<file path="src/rtl/tl_frag_pkg.sv">
// Shared definitions for the TileLink A-channel fragment sequencer:
// opcode constants, beat geometry, sequencer state type and the
// fragment record carried through the output register slice.
package tl_frag_pkg;

  localparam logic [2:0] PUT_FULL    = 3'd0;
  localparam logic [2:0] PUT_PARTIAL = 3'd1;
  localparam logic [2:0] GET         = 3'd4;

  localparam int BEAT_LG     = 3;
  localparam int MAX_LG_SIZE = 6;

  typedef enum logic {
    IDLE  = 1'b0,
    BURST = 1'b1
  } seq_state_t;

  typedef struct packed {
    logic [2:0]  opcode;
    logic [2:0]  param;
    logic [2:0]  size;
    logic [5:0]  source;
    logic [31:0] address;
    logic [7:0]  mask;
    logic [63:0] data;
    logic [2:0]  frag_idx;
    logic        frag_last;
  } frag_t;

  localparam int FRAG_W = $bits(frag_t);

  // Number of 8-byte beats covered by a legal request of lg2 size 'size'.
  function automatic logic [3:0] beats_for(input logic [2:0] size);
    if (size <= 3'(BEAT_LG)) return 4'd1;
    return 4'd1 << (size - 3'(BEAT_LG));
  endfunction

endpackage

</file>
<file path="src/rtl/tl_frag_slice.sv">
// One-entry valid/ready register slice. Only the valid bit is reset;
// the payload register loads on every accepted transfer and is held
// unchanged while the downstream side stalls.
module tl_frag_slice #(
  parameter int W = 1
) (
  input  logic         clock,
  input  logic         reset,
  input  logic         in_valid,
  output logic         in_ready,
  input  logic [W-1:0] in_data,
  output logic         out_valid,
  input  logic         out_ready,
  output logic [W-1:0] out_data
);

  logic         vld_p1;
  logic [W-1:0] data_p1;

  // The slot can take a new entry when empty or when it drains this cycle.
  assign in_ready  = ~vld_p1 | out_ready;
  assign out_valid = vld_p1;
  assign out_data  = data_p1;

  // Stage p1 occupancy.
  always_ff @(posedge clock) begin
    if (reset) begin
      vld_p1 <= 1'b0;
    end else if (in_ready) begin
      vld_p1 <= in_valid;
    end
  end

  // Stage p1 payload, reloaded on accept so a drain and refill share a cycle.
  always_ff @(posedge clock) begin
    if (in_valid && in_ready) begin
      data_p1 <= in_data;
    end
  end

endmodule

</file>
<file path="src/rtl/tl_frag_sequencer.sv">
// TileLink A-channel fragment sequencer. Splits requests wider than one
// 8-byte beat into beat-sized fragments: a multi-beat Get is replayed by the
// upstream Repeater (held via repeat_hold) once per fragment, while Put and
// other opcodes produce one fragment per incoming data beat. Fragments leave
// through a one-entry register slice.
// 'repeat' is a reserved word, so the Repeater hold output is repeat_hold.
// Optional build macro: TL_FRAG_PERF_EN adds the perf_frags output, a
// saturating count of output handshakes.
module tl_frag_sequencer
  import tl_frag_pkg::*;
#(
  parameter int BEAT_BYTES  = 8,
  parameter int MAX_LG_SIZE = 6
) (
  input  logic        clock,
  input  logic        reset,
  input  logic        in_valid,
  output logic        in_ready,
  input  logic [2:0]  in_opcode,
  input  logic [2:0]  in_param,
  input  logic [2:0]  in_size,
  input  logic [5:0]  in_source,
  input  logic [31:0] in_address,
  input  logic [7:0]  in_mask,
  input  logic [63:0] in_data,
  output logic        repeat_hold,
  output logic        out_valid,
  input  logic        out_ready,
  output logic [2:0]  out_opcode,
  output logic [2:0]  out_param,
  output logic [2:0]  out_size,
  output logic [5:0]  out_source,
  output logic [31:0] out_address,
  output logic [7:0]  out_mask,
  output logic [63:0] out_data,
  output logic [2:0]  out_frag_idx,
  output logic        out_frag_last,
  output logic        err
`ifdef TL_FRAG_PERF_EN
  ,
  output logic [15:0] perf_frags
`endif
);

  logic [2:0]  cnt_p0;
  logic [2:0]  cnt_nxt;
  seq_state_t  state;
  logic        legal;
  logic        multi;
  logic        last;
  logic        is_get;
  logic        fire;
  logic        slice_ready;
  logic [3:0]  n_beats;
  logic [31:0] size_mask;
  logic [31:0] frag_addr;
  frag_t       frag_in;
  frag_t       frag_out;

  // Request decode and fragment assembly from the beat counter.
  always_comb begin
    legal     = (in_size <= 3'(MAX_LG_SIZE));
    n_beats   = legal ? beats_for(in_size) : 4'd1;
    multi     = (n_beats != 4'd1);
    last      = ~multi | ({1'b0, cnt_p0} == (n_beats - 4'd1));
    is_get    = (in_opcode == GET);
    size_mask = (32'd1 << in_size) - 32'd1;
    frag_addr = in_address;
    if (multi) begin
      frag_addr = (in_address & ~size_mask) + (32'(cnt_p0) * 32'(BEAT_BYTES));
    end

    frag_in           = '0;
    frag_in.opcode    = in_opcode;
    frag_in.param     = in_param;
    frag_in.size      = (legal && (in_size > 3'(BEAT_LG))) ? 3'(BEAT_LG) : in_size;
    frag_in.source    = in_source;
    frag_in.address   = frag_addr;
    frag_in.mask      = (is_get && multi) ? 8'hFF : in_mask;
    frag_in.data      = in_data;
    frag_in.frag_idx  = multi ? cnt_p0 : 3'd0;
    frag_in.frag_last = last;
  end

  assign in_ready    = ~reset & slice_ready;
  assign fire        = in_valid & in_ready;
  assign repeat_hold = in_valid & is_get & multi & ~last;

  // Sequencer next state: idle at cnt 0, bursting otherwise; illegal sizes leave cnt alone.
  always_comb begin
    cnt_nxt = cnt_p0;
    state   = (cnt_p0 == 3'd0) ? IDLE : BURST;
    case (state)
      IDLE: begin
        if (fire && legal && !last) cnt_nxt = 3'd1;
      end
      BURST: begin
        if (fire && legal) cnt_nxt = last ? 3'd0 : cnt_p0 + 3'd1;
      end
      default: cnt_nxt = 3'd0;
    endcase
  end

  // Stage p0 beat counter register.
  always_ff @(posedge clock) begin
    if (reset) begin
      cnt_p0 <= 3'd0;
    end else begin
      cnt_p0 <= cnt_nxt;
    end
  end

  // Sticky flag for accepted requests whose size exceeds the legal maximum.
  always_ff @(posedge clock) begin
    if (reset) begin
      err <= 1'b0;
    end else if (fire && !legal) begin
      err <= 1'b1;
    end
  end

  // Stage p0 -> p1 boundary: output register slice.
  tl_frag_slice #(
    .W(FRAG_W)
  ) u_slice (
    .clock     (clock),
    .reset     (reset),
    .in_valid  (fire),
    .in_ready  (slice_ready),
    .in_data   (frag_in),
    .out_valid (out_valid),
    .out_ready (out_ready),
    .out_data  (frag_out)
  );

  assign out_opcode    = frag_out.opcode;
  assign out_param     = frag_out.param;
  assign out_size      = frag_out.size;
  assign out_source    = frag_out.source;
  assign out_address   = frag_out.address;
  assign out_mask      = frag_out.mask;
  assign out_data      = frag_out.data;
  // Index and last flag read as zero whenever the slot is empty, including after reset.
  assign out_frag_idx  = out_valid ? frag_out.frag_idx : 3'd0;
  assign out_frag_last = out_valid & frag_out.frag_last;

`ifdef TL_FRAG_PERF_EN
  function automatic logic [15:0] sat_inc(input logic [15:0] v);
    return (v == 16'hFFFF) ? v : v + 16'd1;
  endfunction

  // Saturating count of fragments accepted downstream.
  always_ff @(posedge clock) begin
    if (reset) begin
      perf_frags <= 16'd0;
    end else if (out_valid && out_ready) begin
      perf_frags <= sat_inc(perf_frags);
    end
  end
`endif

endmodule

</file>
<file path="config.mk">
export PLATFORM = sky130hd
export DESIGN_NAME = tl_frag_sequencer
export DESIGN_NICKNAME = d
export VERILOG_FILES = /design/src/rtl/tl_frag_pkg.sv /design/src/rtl/tl_frag_slice.sv /design/src/rtl/tl_frag_sequencer.sv
export SDC_FILE = /design/constraint.sdc
export NUM_CORES = 1
export LEC_CHECK = 0
export BUFFER_PORTS_ARGS = -buffer_cell sky130_fd_sc_hd__buf_2
export CAP_MARGIN = 0
export CORE_ASPECT_RATIO = 1.2
export CORE_MARGIN = 2
export CORE_UTILIZATION = 52
export CTS_BUF_LIST = sky130_fd_sc_hd__clkbuf_8
export CTS_CLUSTER_DIAMETER = 120
export CTS_CLUSTER_SIZE = 10
export DETAILED_ROUTE_END_ITERATION = 10
export HOLD_SLACK_MARGIN = 0.05
export PLACE_DENSITY = 0.93
export SLEW_MARGIN = 10
export SYNTH_ARGS = -nofsm -noshare
export SYNTH_HDL_FRONTEND = slang
export SYNTH_HIERARCHICAL = 1
export SYNTH_SLANG_ARGS = --single-unit
</file>
<file path="constraint.sdc">
create_clock -name clock -period 7.6 [get_ports clock]
set_input_delay 1.9 -clock clock [delete_from_list [all_inputs] [get_ports clock]]
set_output_delay 1.9 -clock clock [all_outputs]
set_load 0.02 [all_outputs]
</file>
==> results of run 1 <==
-- worst min-delay path, delay by kind of cell, from the launching register on --
kind	cells	cell delay (ns)
compound gates	1	0.06
flops	1	0.35
simple gates	1	0.08
-- cell families (layout without fill, tap and decap cells) --
logic type               Yosys count  after routing  synth area share (%)
AO/OA/AOI/OAI                     47             47                  6.52
XOR/XNOR                          30             30                  4.82
adder cells (fa/ha/maj)           12             12                  2.89
buffers and inverters             30            302                  2.18
flip-flops                       128            128                  69.6
multiplexers                       2              2                 0.436
other                              0              1                     0
AND/OR/NAND/NOR                  139            139                  13.6
-- Yosys cell counts, types with 2 or more instances --
cell type,count
o211ai_1,3
nand2_2,2
edfxtp_1,123
clkbuf_1,7
xor2_1,3
a211o_1,2
nor4_1,14
o2111ai_1,4
xnor2_1,27
nor3_1,9
nand3_1,9
ha_1,11
nor2b_1,5
nor3b_1,2
o21ai_0,5
o21a_1,4
nand2b_1,13
nor4b_1,2
a21oi_1,12
nor2_1,16
buf_2,2
nand2_1,41
a21o_1,2
nand4_1,5
and3_1,2
inv_1,20
a31oi_1,2
dfxtp_1,5
and2_1,8
-- power breakdown --
group | switching, mW | leakage [nW] | total (mW) | internal [mW]
clock network | 0.270 | 0.213 | 0.625 | 0.355
registers | 0.00948 | 1.19 | 0.824 | 0.815
logic | 0.136 | 1.59 | 0.210 | 0.0737
total | 0.416 | 3.00 | 1.66 | 1.24
-- worst paths after layout --
kind,endpoint,slack (ns)
worst min register to register,err,0.53
worst max-delay path,repeat_hold,0.76
worst max register to register,u_slice/out_data[99],4.81
worst min-delay path,err,0.53
-- sequential cells by signal, indices dropped and copies added (netlist names) --
name / cells
cnt_p0: 3
u_slice/out_data: 123
u_slice/out_valid: 1
err: 1
-- through the flow --
| step | setup WS, ns | area, um^2 | instances |
|---|---|---|---|
| floorplan | 1.04 | 5450 | 388 |
| global placement | 0.959 | 6820 | 754 |
| CTS | 0.760 | 7250 | 786 |
| finish | 0.756 | 7250 | 787 |
| detailed placement | 0.786 | 6820 | 754 |
| global route | 0.498 | 7250 | 787 |
-- layout make-up --
type | count | area (um^2)
repair buffers | 250 | 1250
clock buffers | 17 | 234
flip-flops and latches | 128 | 3790
fillers | 674 | 2860
diodes | 1 | 2.50
multi-input cells | 230 | 1540
well taps | 126 | 158
clock inverters | 15 | 191
inverters | 20 | 75.1
-- metal layers --
layer  track usage (%)  wire length [um]  vias up
li1                  -                 -     1963
met1              29.1              5420     1992
met2              48.5              8350      255
met3              7.84              1480       42
met4              12.8               501        0
met5                 0                 0        -
==> flow_summary_export.csv, run 1 <==
group,metric,value,unit
global_route,grt_pass1_wl,22500,um
global_route,overflow,0,
global_route,grt_start_max_net_pins,66,
setup_path,cp_max_fo,17,
worst_hold_path,hold_class,"flip-flop to flip-flop",
worst_hold_path,worstHoldStart,"err",
synthesis,yosys.area.top_type,"edfxtp_1",
setup_path,required,5.70,ns
sta,rsz0062_at_grt,"false",
setup_path,crit_family,"simple AND/OR/NAND/NOR gates",
setup_path,critPathCaptureType,"primary output",
placement,dp_hpwl,11600,um
run_status,status,"complete, no violations",
floorplanning,die_y,116,um
sta,slew-limit-headroom,42.5,%
setup_path,startpoint_type,"input port",
setup_path,worst-path-buf-inv,3,
synthesis,synth-edff-count,123,
synthesis,yosysWarnings,6,
power_and_ir_drop,p_total,1.66,mW
clock_network,clk_pin_slew_worst_paths,0.07,ns
placement,gp_congestion,0.828,
clock_network,cts_setup_buffers,0,
clock_network,cts_inserted_buffers,17,
flow_run,max-cap-violations,0,
route,detail_route.wirelength,15700,um
sta,fin_skew,0.00848,ns
sta,final-hold-violation-count,0,
clock_network,root_buffer,"clkbuf_8",
sta,slew_viol_final,0,
worst_hold_path,min_path_cells,2,
placement,port_buffers,249,
floorplanning,rows,40,
floorplanning,die_w,97.5,um
setup_path,crit-reg2reg-launch,"cnt_p0[0]",
global_route,grtUsageTotal,26.8,%
clock_network,ctsLongestPathBuffers,2,
floorplanning,core_area,0.0101,mm^2
setup_path,max_stage_delay,0.46,ns
synthesis,syn_inst,388,
route,antenna_left,0,
power_and_ir_drop,power.density,229,mW/mm^2
setup_path,cp.arrival,4.94,ns
cells_and_area,area_growth,32.9,%
route,routed_via_density,5.40,
global_route,grt_pass1_vias,4126,
clock_network,cts_num_sinks,128,
cells_and_area,mostFrequentLayoutCell,"buf_2",
setup_path,crit_slowest_cell,"or4_1",
clock_network,cts_hold_buf,0,
sta,worst_pin_slew,0.862,ns
sta,finalSetupViolations,0,
setup_path,worstSetupPathType,"input port to primary output",
route,dr.first_iter.drc_count,382,
sta,setup_tns,0,ns
floorplanning,initial_utilization,53.9,%
cells_and_area,drive_gt1_share,44.4,%
cells_and_area,nNetsFinal,782,
route,drt-pass1-iter-count,5,
route,drc,0,
setup_path,cp.depth,11,
synthesis,synth_area_leaders,"edfxtp_1, xnor2_1, nand2_1",
setup_path,worstSetupStartpoint,"in_size[1]",
synthesis,synth_area,0.00545,mm^2
sta,period_share,90.0,%
setup_path,r2r_cells,8,
route,num_vias,4252,
cells_and_area,layout.cells.most_common_list,"buf_2, edfxtp_1, nand2_1, xnor2_1, inv_1",
synthesis,netlist.area_leader.share,67.7,%
floorplanning,boundaryPins,250,
power_and_ir_drop,ir_worst_vdd,0.130,mV
global_route,antenna_found_initial,1,
cells_and_area,post-route-util,71.7,%
clock_network,cts_max_level,4,
synthesis,synth_cell_types,57,
floorplanning,dieArea,0.0113,mm^2
synthesis,async_reset_ff_share,0,%
setup_path,worstPathCellList,"buf_2 > nand2_2 > inv_1 > ha_1 > or2_2 > or4_1 > ha_1 > o21ai_4 > nand3_1 > nor3b_1 > buf_2",
synthesis,yosys_most_used_dff,"edfxtp_1",
route,wire_per_inst,20.0,um
clock_network,cts_tree,"done",
sta,whs,0.531,ns
synthesis,seq_area_frac_synth,69.6,%
synthesis,syn_avg_cell_area,14.1,um^2
synthesis,ys_ff_latch,128,
clock_network,clkLatencyLatePin,0.43,ns
power_and_ir_drop,leakagePower,3.00,nW
synthesis,synth_nets,523,
sta,fmax,146,MHz
sta,post-route-min-period,6.84,ns
clock_network,post_cts_resized,0,
Note: power is estimated with default switching activity, not from simulation.
==> run 2: changes to the inputs <==
--- a/config.mk
+++ b/config.mk
@@ -15,7 +15,7 @@
 export CTS_CLUSTER_SIZE = 10
 export DETAILED_ROUTE_END_ITERATION = 10
 export HOLD_SLACK_MARGIN = 0.05
-export PLACE_DENSITY = 0.93
+export PLACE_DENSITY = 0.95
 export SLEW_MARGIN = 10
 export SYNTH_ARGS = -nofsm -noshare
 export SYNTH_HDL_FRONTEND = slang
==> run 2 against run 1 <==
  * Largest power group unchanged
  * Register-to-register slack worse by 0.03 ns
  * Die area did not move
  * Via count shrank 0.12%
==> flow_summary_export.csv, run 2 (synthesized netlist as in run 1, its figures left out) <==
group,metric,value,unit
sta,rsz0062_at_grt,"false",
setup_path,worstPathCellList,"buf_2 > nand2_2 > inv_1 > ha_1 > or2_2 > or4_1 > ha_1 > o21ai_4 > nand3_1 > nor3b_1 > buf_2",
global_route,antenna_found_initial,2,
floorplanning,core_area,0.0101,mm^2
sta,fmax,146,MHz
setup_path,r2r_end,"u_slice/out_data[107]",
setup_path,crit-reg2reg-launch,"cnt_p0[0]",
global_route,busiest_layer,"met2",
clock_network,cts_tree,"done",
floorplanning,initial_utilization,53.9,%
clock_network,clk_pin_slew_worst_paths,0.08,ns
floorplanning,boundaryPins,250,
clock_network,cts_num_sinks,128,
global_route,grt_pass1_vias,4130,
floorplanning,die_w,97.5,um
cells_and_area,fin_cells,788,
sta,worst_pin_slew,0.994,ns
global_route,grtUsageTotal,26.8,%
cells_and_area,area_growth,33.3,%
sta,fin_skew,0.0102,ns
setup_path,startpoint_type,"input port",
setup_path,worstSetupPathType,"input port to primary output",
clock_network,clkLatencyLatePin,0.43,ns
setup_path,max_stage_delay,0.46,ns
setup_path,cp-endpoint,"repeat_hold",
clock_network,cts_max_level,4,
setup_path,required,5.70,ns
clock_network,cts_hold_buf,0,
route,dr.first_iter.drc_count,324,
sta,period_share,90.1,%
route,wire_per_inst,19.9,um
placement,dp_hpwl,11800,um
sta,final-hold-violation-count,0,
clock_network,root_buffer,"clkbuf_8",
placement,numPlacedInstances,754,
setup_path,cp_max_fo,17,
cells_and_area,layout.cells.most_common_list,"buf_2, edfxtp_1, nand2_1, xnor2_1, inv_1",
global_route,use_met2,49.2,%
sta,setup_tns,0,ns
route,drc,0,
sta,finalSetupViolations,0,
setup_path,crit_slowest_cell,"or4_1",
route,routed_via_density,5.39,
cells_and_area,mostFrequentLayoutCell,"buf_2",
sta,post-route-min-period,6.85,ns
global_route,gr-usage-met3,11.6,%
run_status,status,"complete, no violations",
sta,slew-limit-headroom,33.7,%
power_and_ir_drop,power.density,230,mW/mm^2
route,antenna_left,0,
floorplanning,dieArea,0.0113,mm^2
cells_and_area,largest_register_ffs,123,
clock_network,post_cts_resized,0,
placement,gp_congestion,0.911,
route,detail_route.wirelength,15700,um
setup_path,r2r_slack,4.78,ns
worst_hold_path,hold_class,"flip-flop to flip-flop",
floorplanning,rows,40,
floorplanning,die_y,116,um
placement,port_buffers,249,
setup_path,worstSetupStartpoint,"in_size[1]",
setup_path,cp.arrival,4.95,ns
route,drt-pass1-iter-count,5,
global_route,use_met1,27.5,%
clock_network,cts_setup_buffers,0,
global_route,grt_pass1_wl,22400,um
cells_and_area,final_area,0.00727,mm^2
flow_run,max-cap-violations,0,
power_and_ir_drop,ir_worst_vdd,0.112,mV
sta,slew_viol_final,0,
clock_network,ctsLongestPathBuffers,2,
cells_and_area,drive_gt1_share,44.7,%
global_route,grt_start_max_net_pins,77,
placement,placed_area,0.00682,mm^2
setup_path,critPathCaptureType,"primary output",
global_route,overflow,0,
cells_and_area,nNetsFinal,782,
route,num_vias,4247,
setup_path,r2r_cells,8,
clock_network,cts_inserted_buffers,17,
power_and_ir_drop,leakagePower,3.00,nW
[run 2: changes by cell type in the layout (fill, tap and decap cells not counted)]
| cell | before | now |
|---|---|---|
| clkinv_2 | 2 | 1 |
| diode_2 | 1 | 2 |
| inv_8 | 0 | 1 |
| clkinv_4 | 2 | 3 |
| inv_1 | 21 | 20 |
| clkinv_1 | 2 | 1 |
| inv_6 | 2 | 3 |
[run 2: through the flow]
step | power [mW] | setup WS, ns | hold slack [ns] | util (%)
after floorplan | 0.958 | 1.04 | 0.495 | -
after global placement | 1.04 | 0.914 | 0.517 | 67.5
after detailed placement | 1.05 | 0.816 | 0.509 | 67.5
after CTS | 1.68 | 0.810 | 0.534 | 71.8
after global routing | 1.73 | 0.539 | 0.587 | 71.9
final | 1.67 | 0.753 | 0.527 | 71.9
[run 2: per-layer routing]
metal  up-vias  share of wire (%)
li1       1968                  -
met1      2025                 34
met2       224                 54
met3        30                9.9
met4         0                1.9
met5         -                  0
[run 2: how the worst min path moves through the flow]
stage / startpoint / end / depth (start not counted)
after global placement: err / err / 2
final: err / err / 2
after global routing: err / err / 2
after CTS: err / err / 2
after floorplan: cnt_p0[2] / cnt_p0[2] / 2
after detailed placement: err / err / 2
[run 2: report_power, final]
group	switching (mW)	total (mW)	internal [mW]
logic	0.136	0.209	0.0736
clock network	0.277	0.639	0.362
registers	0.00961	0.824	0.814
[run 2: critical path: cells and delay by family]
kind            cells  cell delay (ns)
buf+inv             3             0.55
fa+ha+maj           2             0.57
compound gates      1             0.20
simple gates        5             1.71
[run 2: cell type report]
| class | instances | area (um^2) |
|---|---|---|
| multi-input combinational | 230 | 1540 |
| clock inverter | 15 | 208 |
| timing repair buffer | 250 | 1250 |
| tap | 126 | 158 |
| sequential | 128 | 3790 |
| inverter | 20 | 75.1 |
| fill | 703 | 2840 |
| antenna | 2 | 5.00 |
| clock buffer | 17 | 234 |
==> run 3: changes to the inputs <==
--- a/config.mk
+++ b/config.mk
@@ -15,7 +15,7 @@
 export CTS_CLUSTER_SIZE = 10
 export DETAILED_ROUTE_END_ITERATION = 10
 export HOLD_SLACK_MARGIN = 0.05
-export PLACE_DENSITY = 0.95
+export PLACE_DENSITY = 0.87
 export SLEW_MARGIN = 10
 export SYNTH_ARGS = -nofsm -noshare
 export SYNTH_HDL_FRONTEND = slang
==> run 3 against run 2 <==
  * Routed wire length is 3.8% higher
  * Register-to-register slack worse by 0.04 ns
  * Worst setup slack lost 0.017 ns
  * Maximum frequency down 0.25%
  * Via count increased by 2.5%
  * Die area stayed put
  * Non-clock buffer count unchanged
  * Global-route usage grew 1.0 points
  * Cell area down 0.67%
  * Critical endpoint unchanged
  * Largest cell class unchanged
  * Highest routed layer unchanged
==> flow_summary_export.csv, run 3 (synthesized netlist as in run 1, its figures left out) <==
group,metric,value,unit
worst_hold_path,hold_class,"flip-flop to flip-flop",
sta,slew_viol_final,0,
placement,gp_congestion,0.950,
setup_path,worstSetupPathType,"input port to primary output",
global_route,grt_pass1_wl,23500,um
sta,fin_skew,0.00793,ns
floorplanning,boundaryPins,250,
sta,setup_slack,0.735,ns
floorplanning,dieArea,0.0113,mm^2
clock_network,root_buffer,"clkbuf_8",
cells_and_area,drive_gt1_share,44.8,%
sta,final-hold-violation-count,0,
power_and_ir_drop,intPower,1.18,mW
route,num_vias,4355,
worst_hold_path,hold_end,"err",
clock_network,cts_max_level,4,
setup_path,r2r_cells,8,
sta,worst_pin_slew,0.918,ns
clock_network,cts_inserted_buffers,17,
sta,fmax,146,MHz
setup_path,critPathCaptureType,"primary output",
route,detail_route.wirelength,16300,um
sta,slew-limit-headroom,38.8,%
setup_path,required,5.70,ns
placement,dp_slack,0.756,ns
route,antenna_left,0,
sta,whs,0.526,ns
power_and_ir_drop,power_frac_comb,13.1,%
setup_path,cp_max_fo,17,
cells_and_area,nNetsFinal,782,
setup_path,worstPathCellList,"buf_2 > nand2_2 > inv_1 > ha_1 > or2_2 > or4_1 > ha_1 > o21ai_4 > nand3_1 > nor3b_1 > buf_2",
power_and_ir_drop,p_total,1.62,mW
setup_path,crit-reg2reg-launch,"cnt_p0[0]",
clock_network,clkLatencyLatePin,0.42,ns
floorplanning,die_y,116,um
power_and_ir_drop,seqPwrFrac,51.0,%
sta,post-route-min-period,6.86,ns
power_and_ir_drop,leakagePower,2.98,nW
cells_and_area,largest_register_ffs,123,
cells_and_area,layout.cells.most_common_list,"buf_2, edfxtp_1, nand2_1, xnor2_1, inv_1",
power_and_ir_drop,ir_worst_vdd,0.137,mV
clock_network,cts_tree,"done",
clock_network,post_cts_resized,0,
setup_path,r2r_slack,4.74,ns
power_and_ir_drop,power.density,224,mW/mm^2
global_route,grt_start_max_net_pins,67,
setup_path,crit_slowest_cell,"or4_1",
route,wire_per_inst,20.7,um
clock_network,cts_num_sinks,128,
setup_path,worstSetupStartpoint,"in_size[1]",
route,drc,0,
cells_and_area,fill_cells,696,
route,drt-pass1-iter-count,5,
clock_network,ctsLongestPathBuffers,2,
power_and_ir_drop,clkPwrFrac,35.9,%
setup_path,max_stage_delay,0.48,ns
sta,finalSetupViolations,0,
route,dr.first_iter.drc_count,450,
setup_path,startpoint_type,"input port",
flow_run,max-cap-violations,0,
global_route,overflow,0,
run_status,status,"complete, no violations",
placement,dp_hpwl,12000,um
route,routed_via_density,5.53,
global_route,grt_pass1_vias,4198,
power_and_ir_drop,netSwitchingFraction,26.7,%
global_route,antenna_found_initial,2,
worst_hold_path,min_path_cells,2,
floorplanning,initial_utilization,53.9,%
floorplanning,rows,40,
sta,setup_tns,0,ns
sta,period_share,90.3,%
clock_network,cts_hold_buf,0,
setup_path,r2r_end,"u_slice/out_data[107]",
placement,port_buffers,249,
clock_network,cts_setup_buffers,0,
sta,rsz0062_at_grt,"false",
floorplanning,core_area,0.0101,mm^2
clock_network,clk_pin_slew_worst_paths,0.07,ns
worst_hold_path,worstHoldStart,"err",
cells_and_area,mostFrequentLayoutCell,"buf_2",
global_route,grtUsageTotal,27.9,%
setup_path,cp.arrival,4.96,ns
power_and_ir_drop,power.switching,0.431,mW
cells_and_area,area_growth,32.4,%
floorplanning,die_w,97.5,um
-- run 3: power groups by stage --
stage	Clock (mW)	Sequential [mW]	Combinational (mW)
6_report	0.580	0.824	0.212
5_1_grt	0.614	0.826	0.226
4_1_cts	0.588	0.824	0.211
3_5_place_dp	0	0.839	0.208
3_3_place_gp	0	0.837	0.200
2_1_floorplan	0	0.878	0.0795
-- run 3: worst max path at each step --
stage / slack (ns) / to
after floorplan: 1.04 / repeat_hold
after global placement: 0.92 / repeat_hold
after detailed placement: 0.76 / repeat_hold
after CTS: 0.75 / repeat_hold
after global routing: 0.49 / repeat_hold
final: 0.74 / repeat_hold
-- run 3: final cells by class --
cell class	count	area [um^2]	share of cell area, %
Antenna cell	1	2.50	0.0347
Multi-Input combinational cell	230	1540	21.3
Tap cell	126	158	2.18
Inverter	20	75.1	1.04
Clock inverter	15	161	2.24
Clock buffer	17	234	3.24
Sequential cell	128	3790	52.6
Timing Repair Buffer	250	1250	17.4
-- run 3: metal layers --
metal	GRT usage, %	up-vias	part of all wire, %
met3	10.4	32	11
met5	0	-	0
li1	-	1963	-
met4	7.69	0	1.9
met2	50.4	272	53
met1	31.3	2088	34
-- run 3: critical path, delay by kind of cell --
kind | cells | cell delay, ns
simple gates | 5 | 1.69
fa+ha+maj | 2 | 0.60
buf+inv | 3 | 0.56
compound gates | 1 | 0.21
-- run 3: stage by stage --
step	area [um^2]	cells	utilization [%]
4_1_cts	7220	786	71.4
6_report	7220	787	71.4
2_1_floorplan	5450	388	-
3_3_place_gp	6820	754	67.5
5_1_grt	7220	787	71.4
3_5_place_dp	6820	754	67.5
